[src/rtl/uart_fib_streamer.sv]
// uart_fib_streamer: receives one count byte N over an 8N1 UART line and
// streams the first N terms of 1, 2, 3, 5, 8, ... as 32-bit words on a
// one-cycle strobe, followed by a terminating zero word.
//
// Receiver FSM
//   state    | meaning
//   RX_IDLE  | line idle, watching for a start edge
//   RX_START | waiting half a bit period to confirm the start bit
//   RX_DATA  | sampling 8 data bits, LSB first, one per bit period
//   RX_STOP  | sampling the stop bit; on framing error waits for line high
//
// Generator FSM
//   state    | meaning
//   GEN_IDLE | waiting for a received count byte
//   GEN_RUN  | alternating output cycle / gap cycle until count is exhausted
//   GEN_TERM | emitting the terminating zero word

module uart_fib_streamer #(
   parameter int CLKS_PER_BIT = 5
) (
   input  logic        clk,
   input  logic        xreset,
   input  logic        rs_rx,
   output logic [31:0] send_data,
   output logic        send_enable
);

   localparam int HALF = CLKS_PER_BIT / 2;
   localparam int TW   = $clog2(CLKS_PER_BIT);
   localparam logic [TW-1:0] BIT_LOAD  = TW'(CLKS_PER_BIT - 1);
   localparam logic [TW-1:0] HALF_LOAD = TW'(HALF - 1);
   localparam logic [TW-1:0] TMR_ONE   = TW'(1);

   typedef enum logic [1:0] {
      RX_IDLE,
      RX_START,
      RX_DATA,
      RX_STOP
   } rx_state_t;

   typedef enum logic [1:0] {
      GEN_IDLE,
      GEN_RUN,
      GEN_TERM
   } gen_state_t;

   logic            rx_meta;
   logic            rx_sync;

   rx_state_t       rx_state, rx_state_nxt;
   logic [TW-1:0]   tmr, tmr_nxt;
   logic [2:0]      bit_cnt, bit_cnt_nxt;
   logic [7:0]      shreg, shreg_nxt;
   logic            ferr, ferr_nxt;
   logic            rx_valid;
   logic [7:0]      rx_byte;

   gen_state_t      gen_state, gen_state_nxt;
   logic            phase, phase_nxt;
   logic [7:0]      cnt, cnt_nxt;
   logic [31:0]     term_a, term_a_nxt;
   logic [31:0]     term_b, term_b_nxt;
   logic            send_enable_nxt;
   logic [31:0]     send_data_nxt;

   // Two-flop synchroniser on the asynchronous receive line, idling high.
   always_ff @(posedge clk or negedge xreset) begin
      if (!xreset) begin
         rx_meta <= 1'b1;
         rx_sync <= 1'b1;
      end else begin
         rx_meta <= rs_rx;
         rx_sync <= rx_meta;
      end
   end

   // Receiver state and datapath registers.
   always_ff @(posedge clk or negedge xreset) begin
      if (!xreset) begin
         rx_state <= RX_IDLE;
         tmr      <= '0;
         bit_cnt  <= '0;
         shreg    <= '0;
         ferr     <= 1'b0;
      end else begin
         rx_state <= rx_state_nxt;
         tmr      <= tmr_nxt;
         bit_cnt  <= bit_cnt_nxt;
         shreg    <= shreg_nxt;
         ferr     <= ferr_nxt;
      end
   end

   // Receiver next-state: down-counting bit timer, sample on terminal count.
   always_comb begin
      rx_state_nxt = rx_state;
      tmr_nxt      = tmr;
      bit_cnt_nxt  = bit_cnt;
      shreg_nxt    = shreg;
      ferr_nxt     = ferr;
      rx_valid     = 1'b0;
      case (rx_state)
         RX_IDLE: begin
            if (!rx_sync) begin
               rx_state_nxt = RX_START;
               tmr_nxt      = HALF_LOAD;
               bit_cnt_nxt  = '0;
            end
         end
         RX_START: begin
            if (tmr != '0) begin
               tmr_nxt = tmr - TMR_ONE;
            end else if (!rx_sync) begin
               rx_state_nxt = RX_DATA;
               tmr_nxt      = BIT_LOAD;
            end else begin
               rx_state_nxt = RX_IDLE;
            end
         end
         RX_DATA: begin
            if (tmr != '0) begin
               tmr_nxt = tmr - TMR_ONE;
            end else begin
               shreg_nxt = {rx_sync, shreg[7:1]};
               tmr_nxt   = BIT_LOAD;
               if (bit_cnt == 3'd7) begin
                  rx_state_nxt = RX_STOP;
               end else begin
                  bit_cnt_nxt = bit_cnt + 3'd1;
               end
            end
         end
         RX_STOP: begin
            // After a framing error the byte is discarded and we only
            // wait for the line to go idle before hunting for a new start.
            if (ferr) begin
               if (rx_sync) begin
                  ferr_nxt     = 1'b0;
                  rx_state_nxt = RX_IDLE;
               end
            end else if (tmr != '0) begin
               tmr_nxt = tmr - TMR_ONE;
            end else if (rx_sync) begin
               rx_valid     = 1'b1;
               rx_state_nxt = RX_IDLE;
            end else begin
               ferr_nxt = 1'b1;
            end
         end
         default: rx_state_nxt = RX_IDLE;
      endcase
   end

   assign rx_byte = shreg;

   // Generator state, term registers and registered strobe outputs.
   always_ff @(posedge clk or negedge xreset) begin
      if (!xreset) begin
         gen_state   <= GEN_IDLE;
         phase       <= 1'b0;
         cnt         <= '0;
         term_a      <= '0;
         term_b      <= '0;
         send_enable <= 1'b0;
         send_data   <= '0;
      end else begin
         gen_state   <= gen_state_nxt;
         phase       <= phase_nxt;
         cnt         <= cnt_nxt;
         term_a      <= term_a_nxt;
         term_b      <= term_b_nxt;
         send_enable <= send_enable_nxt;
         send_data   <= send_data_nxt;
      end
   end

   // Generator next-state: bytes arriving outside IDLE are ignored.
   always_comb begin
      gen_state_nxt   = gen_state;
      phase_nxt       = phase;
      cnt_nxt         = cnt;
      term_a_nxt      = term_a;
      term_b_nxt      = term_b;
      send_enable_nxt = 1'b0;
      send_data_nxt   = send_data;
      case (gen_state)
         GEN_IDLE: begin
            if (rx_valid) begin
               cnt_nxt       = rx_byte;
               term_a_nxt    = 32'd1;
               term_b_nxt    = 32'd2;
               phase_nxt     = 1'b0;
               gen_state_nxt = (rx_byte != 8'd0) ? GEN_RUN : GEN_TERM;
            end
         end
         GEN_RUN: begin
            if (!phase) begin
               send_enable_nxt = 1'b1;
               send_data_nxt   = term_a;
               term_a_nxt      = term_b;
               term_b_nxt      = term_a + term_b;
               cnt_nxt         = cnt - 8'd1;
               phase_nxt       = 1'b1;
            end else begin
               phase_nxt = 1'b0;
               if (cnt == 8'd0) begin
                  gen_state_nxt = GEN_TERM;
               end
            end
         end
         GEN_TERM: begin
            send_enable_nxt = 1'b1;
            send_data_nxt   = 32'd0;
            gen_state_nxt   = GEN_IDLE;
         end
         default: gen_state_nxt = GEN_IDLE;
      endcase
   end

endmodule

[config.mk]
export PLATFORM = sky130hd
export DESIGN_NAME = uart_fib_streamer
export DESIGN_NICKNAME = d
export VERILOG_FILES = /design/src/rtl/uart_fib_streamer.sv
export SDC_FILE = /design/constraint.sdc
export NUM_CORES = 1
export LEC_CHECK = 0
export CORE_MARGIN = 2
export CORE_UTILIZATION = 35
export DETAILED_ROUTE_END_ITERATION = 8
export PLACE_DENSITY = 0.62
export SYNTH_ARGS = -nofsm -noshare
export SYNTH_HDL_FRONTEND = slang
export SYNTH_SLANG_ARGS = --single-unit
[constraint.sdc]
create_clock -name clk -period 7.6 [get_ports clk]
set_input_delay 1.14 -clock clk [delete_from_list [all_inputs] [get_ports clk]]
set_output_delay 1.14 -clock clk [all_outputs]
set_load 0.005 [all_outputs]
==> results of run 1 <==
-- power by group through the flow --
| stage | sequential, mW | clock (mW) | combinational (mW) |
|---|---|---|---|
| global placement | 0.827 | 0 | 0.558 |
| floorplan | 0.812 | 0 | 0.457 |
| global route | 0.833 | 0.819 | 0.659 |
| CTS | 0.821 | 0.785 | 0.589 |
| finish | 0.822 | 0.767 | 0.587 |
| detailed placement | 0.832 | 0 | 0.589 |
-- worst min-delay path by stage --
stage	start	endpoint	slack (ps)	cells past startpoint
6_report	rx_meta	rx_sync	360	0
2_1_floorplan	rx_meta	rx_sync	350	0
4_1_cts	rx_meta	rx_sync	360	0
3_5_place_dp	rx_meta	rx_sync	350	0
5_1_grt	rx_meta	rx_sync	360	0
3_3_place_gp	rx_meta	rx_sync	350	0
-- metal layers --
metal	GRT usage, %	share of wire [%]
met1	20.42	49
met2	24.73	47
met3	3.856	3.5
met4	4.586	1.3
met5	0	0
-- state kept, by name, indices dropped and copies added (netlist names), named ones only --
| register | flops |
|---|---|
| term_b | 32 |
| rx_sync | 1 |
| send_enable | 1 |
| rx_meta | 1 |
| term_a | 32 |
| rx_state | 1 |
| cnt | 8 |
| ferr | 1 |
| phase | 1 |
| rx_byte | 8 |
| tmr | 3 |
| bit_cnt | 3 |
| gen_state | 2 |
| send_data | 32 |
-- stage by stage --
stage	instance area (um2)	setup slack, ps	cells
finish	7845	4492	942
global route	7845	4233	942
CTS	7845	4527	942
detailed placement	7291	4543	911
global placement	7291	4666	911
floorplan	6778	5022	642
-- cells by family (layout without fill, tap and decap cells) --
family | Yosys count | in the layout
AO/OA/AOI/OAI | 252 | 252
AND/OR/NAND/NOR | 132 | 132
flip-flops | 127 | 127
buffers and inverters | 50 | 90
adder cells (fa/ha/maj) | 45 | 45
XOR/XNOR | 28 | 28
multiplexers | 8 | 8
-- critical path, stage by stage, from the launching register on --
cell	delay, ps
dfrtp_1	420
ha_1	270
inv_1	120
o41ai_4	450
o21ai_0	240
a21oi_1	830
nand2_1	350
o22ai_1	230
a21oi_1	70
-- final cells by class --
class,instances,area (um2),area share (%)
Multi-Input combinational cell,465,3328,42.42
Sequential cell,127,3181,40.54
Inverter,19,71.32,0.9091
Timing Repair Buffer,40,385.4,4.912
Tap cell,260,325.3,4.147
Clock buffer,26,499.2,6.364
Clock inverter,5,55.05,0.7018
-- cell usage in the layout, fill, tap and decap left out, types with 7 or more instances in the layout --
cell	count
nand3_1	10
xor2_1	12
inv_1	19
clkbuf_16	17
nand4_1	7
a21o_1	15
o21ai_0	59
a22o_1	70
a21oi_1	46
ha_1	44
nand2_1	60
clkdlybuf4s50_1	34
dfrtp_1	125
nor2_1	20
mux2_2	8
nor3_1	11
xnor2_1	16
==> reports/qor.yml, run 1 <==
synth_top_family_by_area: "compound AO/OA/AOI/OAI gates"
cts_inserted_buffers: 17
routed-via-count: 5096
drt-vias-per-instance: 5.410
finalCritPeriodShare_pct: 40.90
synth_largest_area_cell: "dfrtp_1"
p_per_area_mw_per_mm2: 277.3
synthArstFlopShare_pct: 100.0
p_leak_nw: 3.621
drtIter0Drc: 380
synth_ff_type: "dfrtp_1"
drc_errors: 0
report.power.total_mw: 2.176
synth-seq-cells: 127
clock_skew_ps: 6.872
fp.dieH_um: 143.2
postSynthCellCount: 642
hold_class: "reg2reg"
htree_levels: 4
cts_max_path_buffers: 2
cts_resized: 0
grt_pass1_vias: 5137
place_congestion: 0.8727
internal_power_mw: 1.420
drv_slew: 0
synth_warnings: 0
grt_pass1_wl_um: 25390
crit_fanout: 14
drtPass1Iterations: 6
worstReg2RegEnd: "cnt[4]"
p_comb_share_pct: 27.0
crit_arrival_ps: 3390
cp-startpoint: "rx_state[0]"
p_clk_share_pct: 35.2
fin_util_pct: 41.66
synth-compound-area-share_pct: 26.45
status: "completed"
diodes: 0
fillers: 1771
syn_avg_cell_area_um2: 10.56
cts_sinks: 127
cts.clk_slew.worst_paths_ps: 50
drive_above_1_share_pct: 9.091
switching_share_pct: 34.75
die_x_um: 143.2
post_cts_buffers: 0
floorplan.initialDensity_pct: 35.99
synth_nets: 690
portBuffers: 35
worstSkewPairLatency_ps: 420
drt_wl_total_um: 14690
fin_hold_ws_ps: 359.9
yosysTopAreaCellShare_pct: 46.15
netlist_top_cells_count: "dfrtp_1, a22o_1, nand2_1"
r2r_setup_slack_ps: 4490
fmax_mhz: 321.7
worstPathRequired_ps: 7880
dieArea_mm2: 0.02049
cp-start-kind: "register"
track_usage_pct: 15.36
wl_per_cell_um: 15.59
synth-simple-area-share_pct: 9.138
ios: 36
tritoncts: "yes"
critPathKind: "reg2reg"
period_minus_slack_ps: 3108
syn_area_mm2: 0.006778
synth_edf_count: 0
synth.most_common_cell: "dfrtp_1"
gr-total-overflow: 0
worst_pin_slew_ps: 1158
yosys-top-cells-area: "dfrtp_1, a22o_1, ha_1"
end_kind: "register"
finalSetupTns_ps: 0
synthMuxAreaShare_pct: 1.329
area_growth_pct: 15.75
timing.rr.start: "rx_state[0]"
rr_worst_depth: 8
nNetsFinal: 718
root_buffer: "clkbuf_16"
worstSetupEndpoint: "cnt[4]"
seqPwrFrac_pct: 37.8
seq_area_frac_synth_pct: 46.93
antenna_found_initial: 0
grt_max_degree: 90
dp_hpwl_um: 9715
synth_xor_area_share_pct: 3.618
ant_nets: 0
slew-limit-headroom_pct: 22.35
hold_viol: 0
synth_cell_types: 64
synthAdderAreaFrac_pct: 8.418
setup_viol: 0
ir_drop_mv: 0.1976
maxCapViolations: 0
std_cell_rows: 50
coreArea_mm2: 0.01883
cts_hold_buffers: 0
rsz0062_at_grt: "no"
p_switching_mw: 0.7560
Note: power is estimated with default switching activity, not from simulation.
==> run 2: changes to the inputs <==
--- a/config.mk
+++ b/config.mk
@@ -8,7 +8,7 @@
 export CORE_MARGIN = 2
 export CORE_UTILIZATION = 35
 export DETAILED_ROUTE_END_ITERATION = 8
-export PLACE_DENSITY = 0.62
+export PLACE_DENSITY = 0.64
 export SYNTH_ARGS = -nofsm -noshare
 export SYNTH_HDL_FRONTEND = slang
 export SYNTH_SLANG_ARGS = --single-unit
==> constraint.sdc (replaced) <==
create_clock -name clk -period 2.8 [get_ports clk]
set_input_delay 0.42 -clock clk [delete_from_list [all_inputs] [get_ports clk]]
set_output_delay 0.42 -clock clk [all_outputs]
set_load 0.005 [all_outputs]
==> run 2 against run 1 <==
- clock-buffer cell count down 3
- clock power rose to 2.9 times the previous value
- worst hold slack better by 2.9 ps
- final area up 3.2%
- first-iteration DRC count down 6.6%
- utilization up 1.3 points
- combinational power rose to 2.9 times the previous value
- wire length down 0.58%
- die area unchanged
- total power rose to 2.8 times the previous value
- sequential share of layout area down 1.3 points
- via count down 0.41%
- critical path type unchanged
==> reports/qor.yml, run 2 (synthesis results as in run 1) <==
maxCapViolations: 0  # unchanged
final_cell_mix: "dfrtp_1, a22o_1, nand2_1, o21ai_0, ha_1"
status: "completed"
r2r_setup_slack_ps: 200  # -4290 ps
drt_wl_total_um: 14600  # -0.58%
routed-via-count: 5075  # -0.41%
coreArea_mm2: 0.01883  # unchanged
portBuffers: 35  # unchanged
root_buffer: "clkbuf_16"
drtPass1Iterations: 5  # -1
p_per_area_mw_per_mm2: 759.2  # +170%
final_common_cell: "dfrtp_1"
ant_nets: 0  # unchanged
setup_viol: 0  # unchanged
fillers: 1762  # -0.51%
drtIter0Drc: 355  # -6.6%
finalCritPeriodShare_pct: 92.85  # +52 points
cts_max_path_buffers: 2  # unchanged
wl_per_cell_um: 15.18  # -2.6%
clock_skew_ps: 8.055  # +1.183 ps
period_minus_slack_ps: 2600  # -508.4 ps
cts_inserted_buffers: 17  # unchanged
grt_pass1_wl_um: 24790  # -2.3%
antenna_found_initial: 0  # unchanged
grt_max_degree: 56  # -38%
die_x_um: 143.2  # unchanged
dp_hpwl_um: 10000  # +2.9%
dieArea_mm2: 0.02049  # unchanged
nNetsFinal: 737  # +2.6%
worstPathRequired_ps: 3110  # -4770 ps
slew-limit-headroom_pct: 58.89  # +37 points
finalSetupTns_ps: 0  # unchanged
htree_levels: 4  # unchanged
fmax_mhz: 384.6  # +20%
rsz0062_at_grt: "no"
fp.dieH_um: 143.2  # unchanged
max_stage_delay_ps: 410  # -420 ps
slowest_stage: "dfrtp_1"
p_leak_nw: 3.744  # +3.4%
floorplan.initialDensity_pct: 35.99  # unchanged
tritoncts: "yes"
crit_chain: "ha_1 -> o211ai_1 -> o211ai_2 -> a2111oi_4 -> o21ai_2 -> a211o_1 -> a21oi_2 -> xnor2_1 -> a22o_1"
area_growth_pct: 19.49
worst_pin_slew_ps: 610.2  # -548.2 ps
place_congestion: 0.8319  # -4.7%
drt-vias-per-instance: 5.275  # -2.5%
worstSkewPairLatency_ps: 420  # about the same
crit_arrival_ps: 2910  # -480 ps
critPathKind: "reg2reg"
cp-start-kind: "register"
cts_sinks: 127  # unchanged
hold_class: "reg2reg"
grt_pass1_vias: 5020  # -2.3%
end_kind: "register"
reg.largest.list: "send_data x32, term_a x32, term_b x32"
ios: 36  # unchanged
fin_hold_ws_ps: 362.8  # +2.868 ps
ir_drop_mv: 0.5134  # +160%
track_usage_pct: 15.07  # -0.29 points
drv_slew: 0  # unchanged
post_cts_buffers: 0  # unchanged
cts.clk_slew.worst_paths_ps: 60  # about the same
crit_fanout: 5  # -9
drive_above_1_share_pct: 13.25  # +4.2 points
drc_errors: 0  # unchanged
std_cell_rows: 50  # unchanged
hold_viol: 0  # unchanged
diodes: 0  # unchanged
gr-total-overflow: 0  # unchanged
## run 2: critical path: cells and delay by family, from the launching register on
| kind | cells | cell delay, ps |
|---|---|---|
| AOI/OAI and AO/OA | 7 | 1640 |
| DFF | 1 | 410 |
| adders and majority gates | 1 | 370 |
| xor gates and xnor gates | 1 | 80 |
## run 2: worst paths after layout
| path | startpoint | end | cells past startpoint |
|---|---|---|---|
| max in group asynchronous | xreset | term_b[26] | 3 |
| min in group asynchronous | xreset | send_data[6] | 2 |
| worst max-delay path | term_a[2] | term_b[25] | 9 |
| worst max register to register | term_a[2] | term_b[25] | 9 |
| worst min-delay path | rx_meta | rx_sync | 0 |
| worst min register to register | rx_meta | rx_sync | 0 |
## run 2: what timing repair did
action / 4_1_cts / 5_1_grt
resized for setup: 0 / 11
endpoints found under the hold margin: 50 / 0
hold buffers: 1 / 0
setup endpoints to repair: 0 / 12
## run 2: final cells by class
class	count	area, um2	share of cell area, %
clock inverters	9	107.6	1.329
well taps	260	325.3	4.017
flip-flops and latches	127	3181	39.27
inverters	19	71.32	0.8806
multi-input cells	465	3367	41.57
clock buffers	23	488.0	6.025
repair buffers	59	559.3	6.906
## run 2: power by group
group / leakage, nW / switching (mW) / internal (mW)
registers: 1.73 / 0.196 / 2.03
clock network: 0.277 / 0.799 / 1.40
logic: 1.73 / 1.10 / 0.627
total: 3.74 / 2.09 / 4.06
## run 2: metal layers
metal  vias up  share of wire, %  track usage [%]
met5         -                 0                0
met4         0              0.70            3.856
met1      2520                51            20.62
met2        60                46            23.70
met3         7               3.0            4.058
li1       2488                 -                -
## run 2: per-stage QoR
stage                     total power [mW]  util [%]  area, um2  cells  setup slack (ps)
after global routing                 6.529     43.01       8099    962             7.913
after floorplan                      3.444         -       6778    642             222.4
after global placement               3.946     39.59       7455    929             117.9
final                                6.149     43.01       8099    962             200.2
after CTS                            6.211     42.80       8060    962             37.22
after detailed placement             3.981     39.59       7455    929             61.50
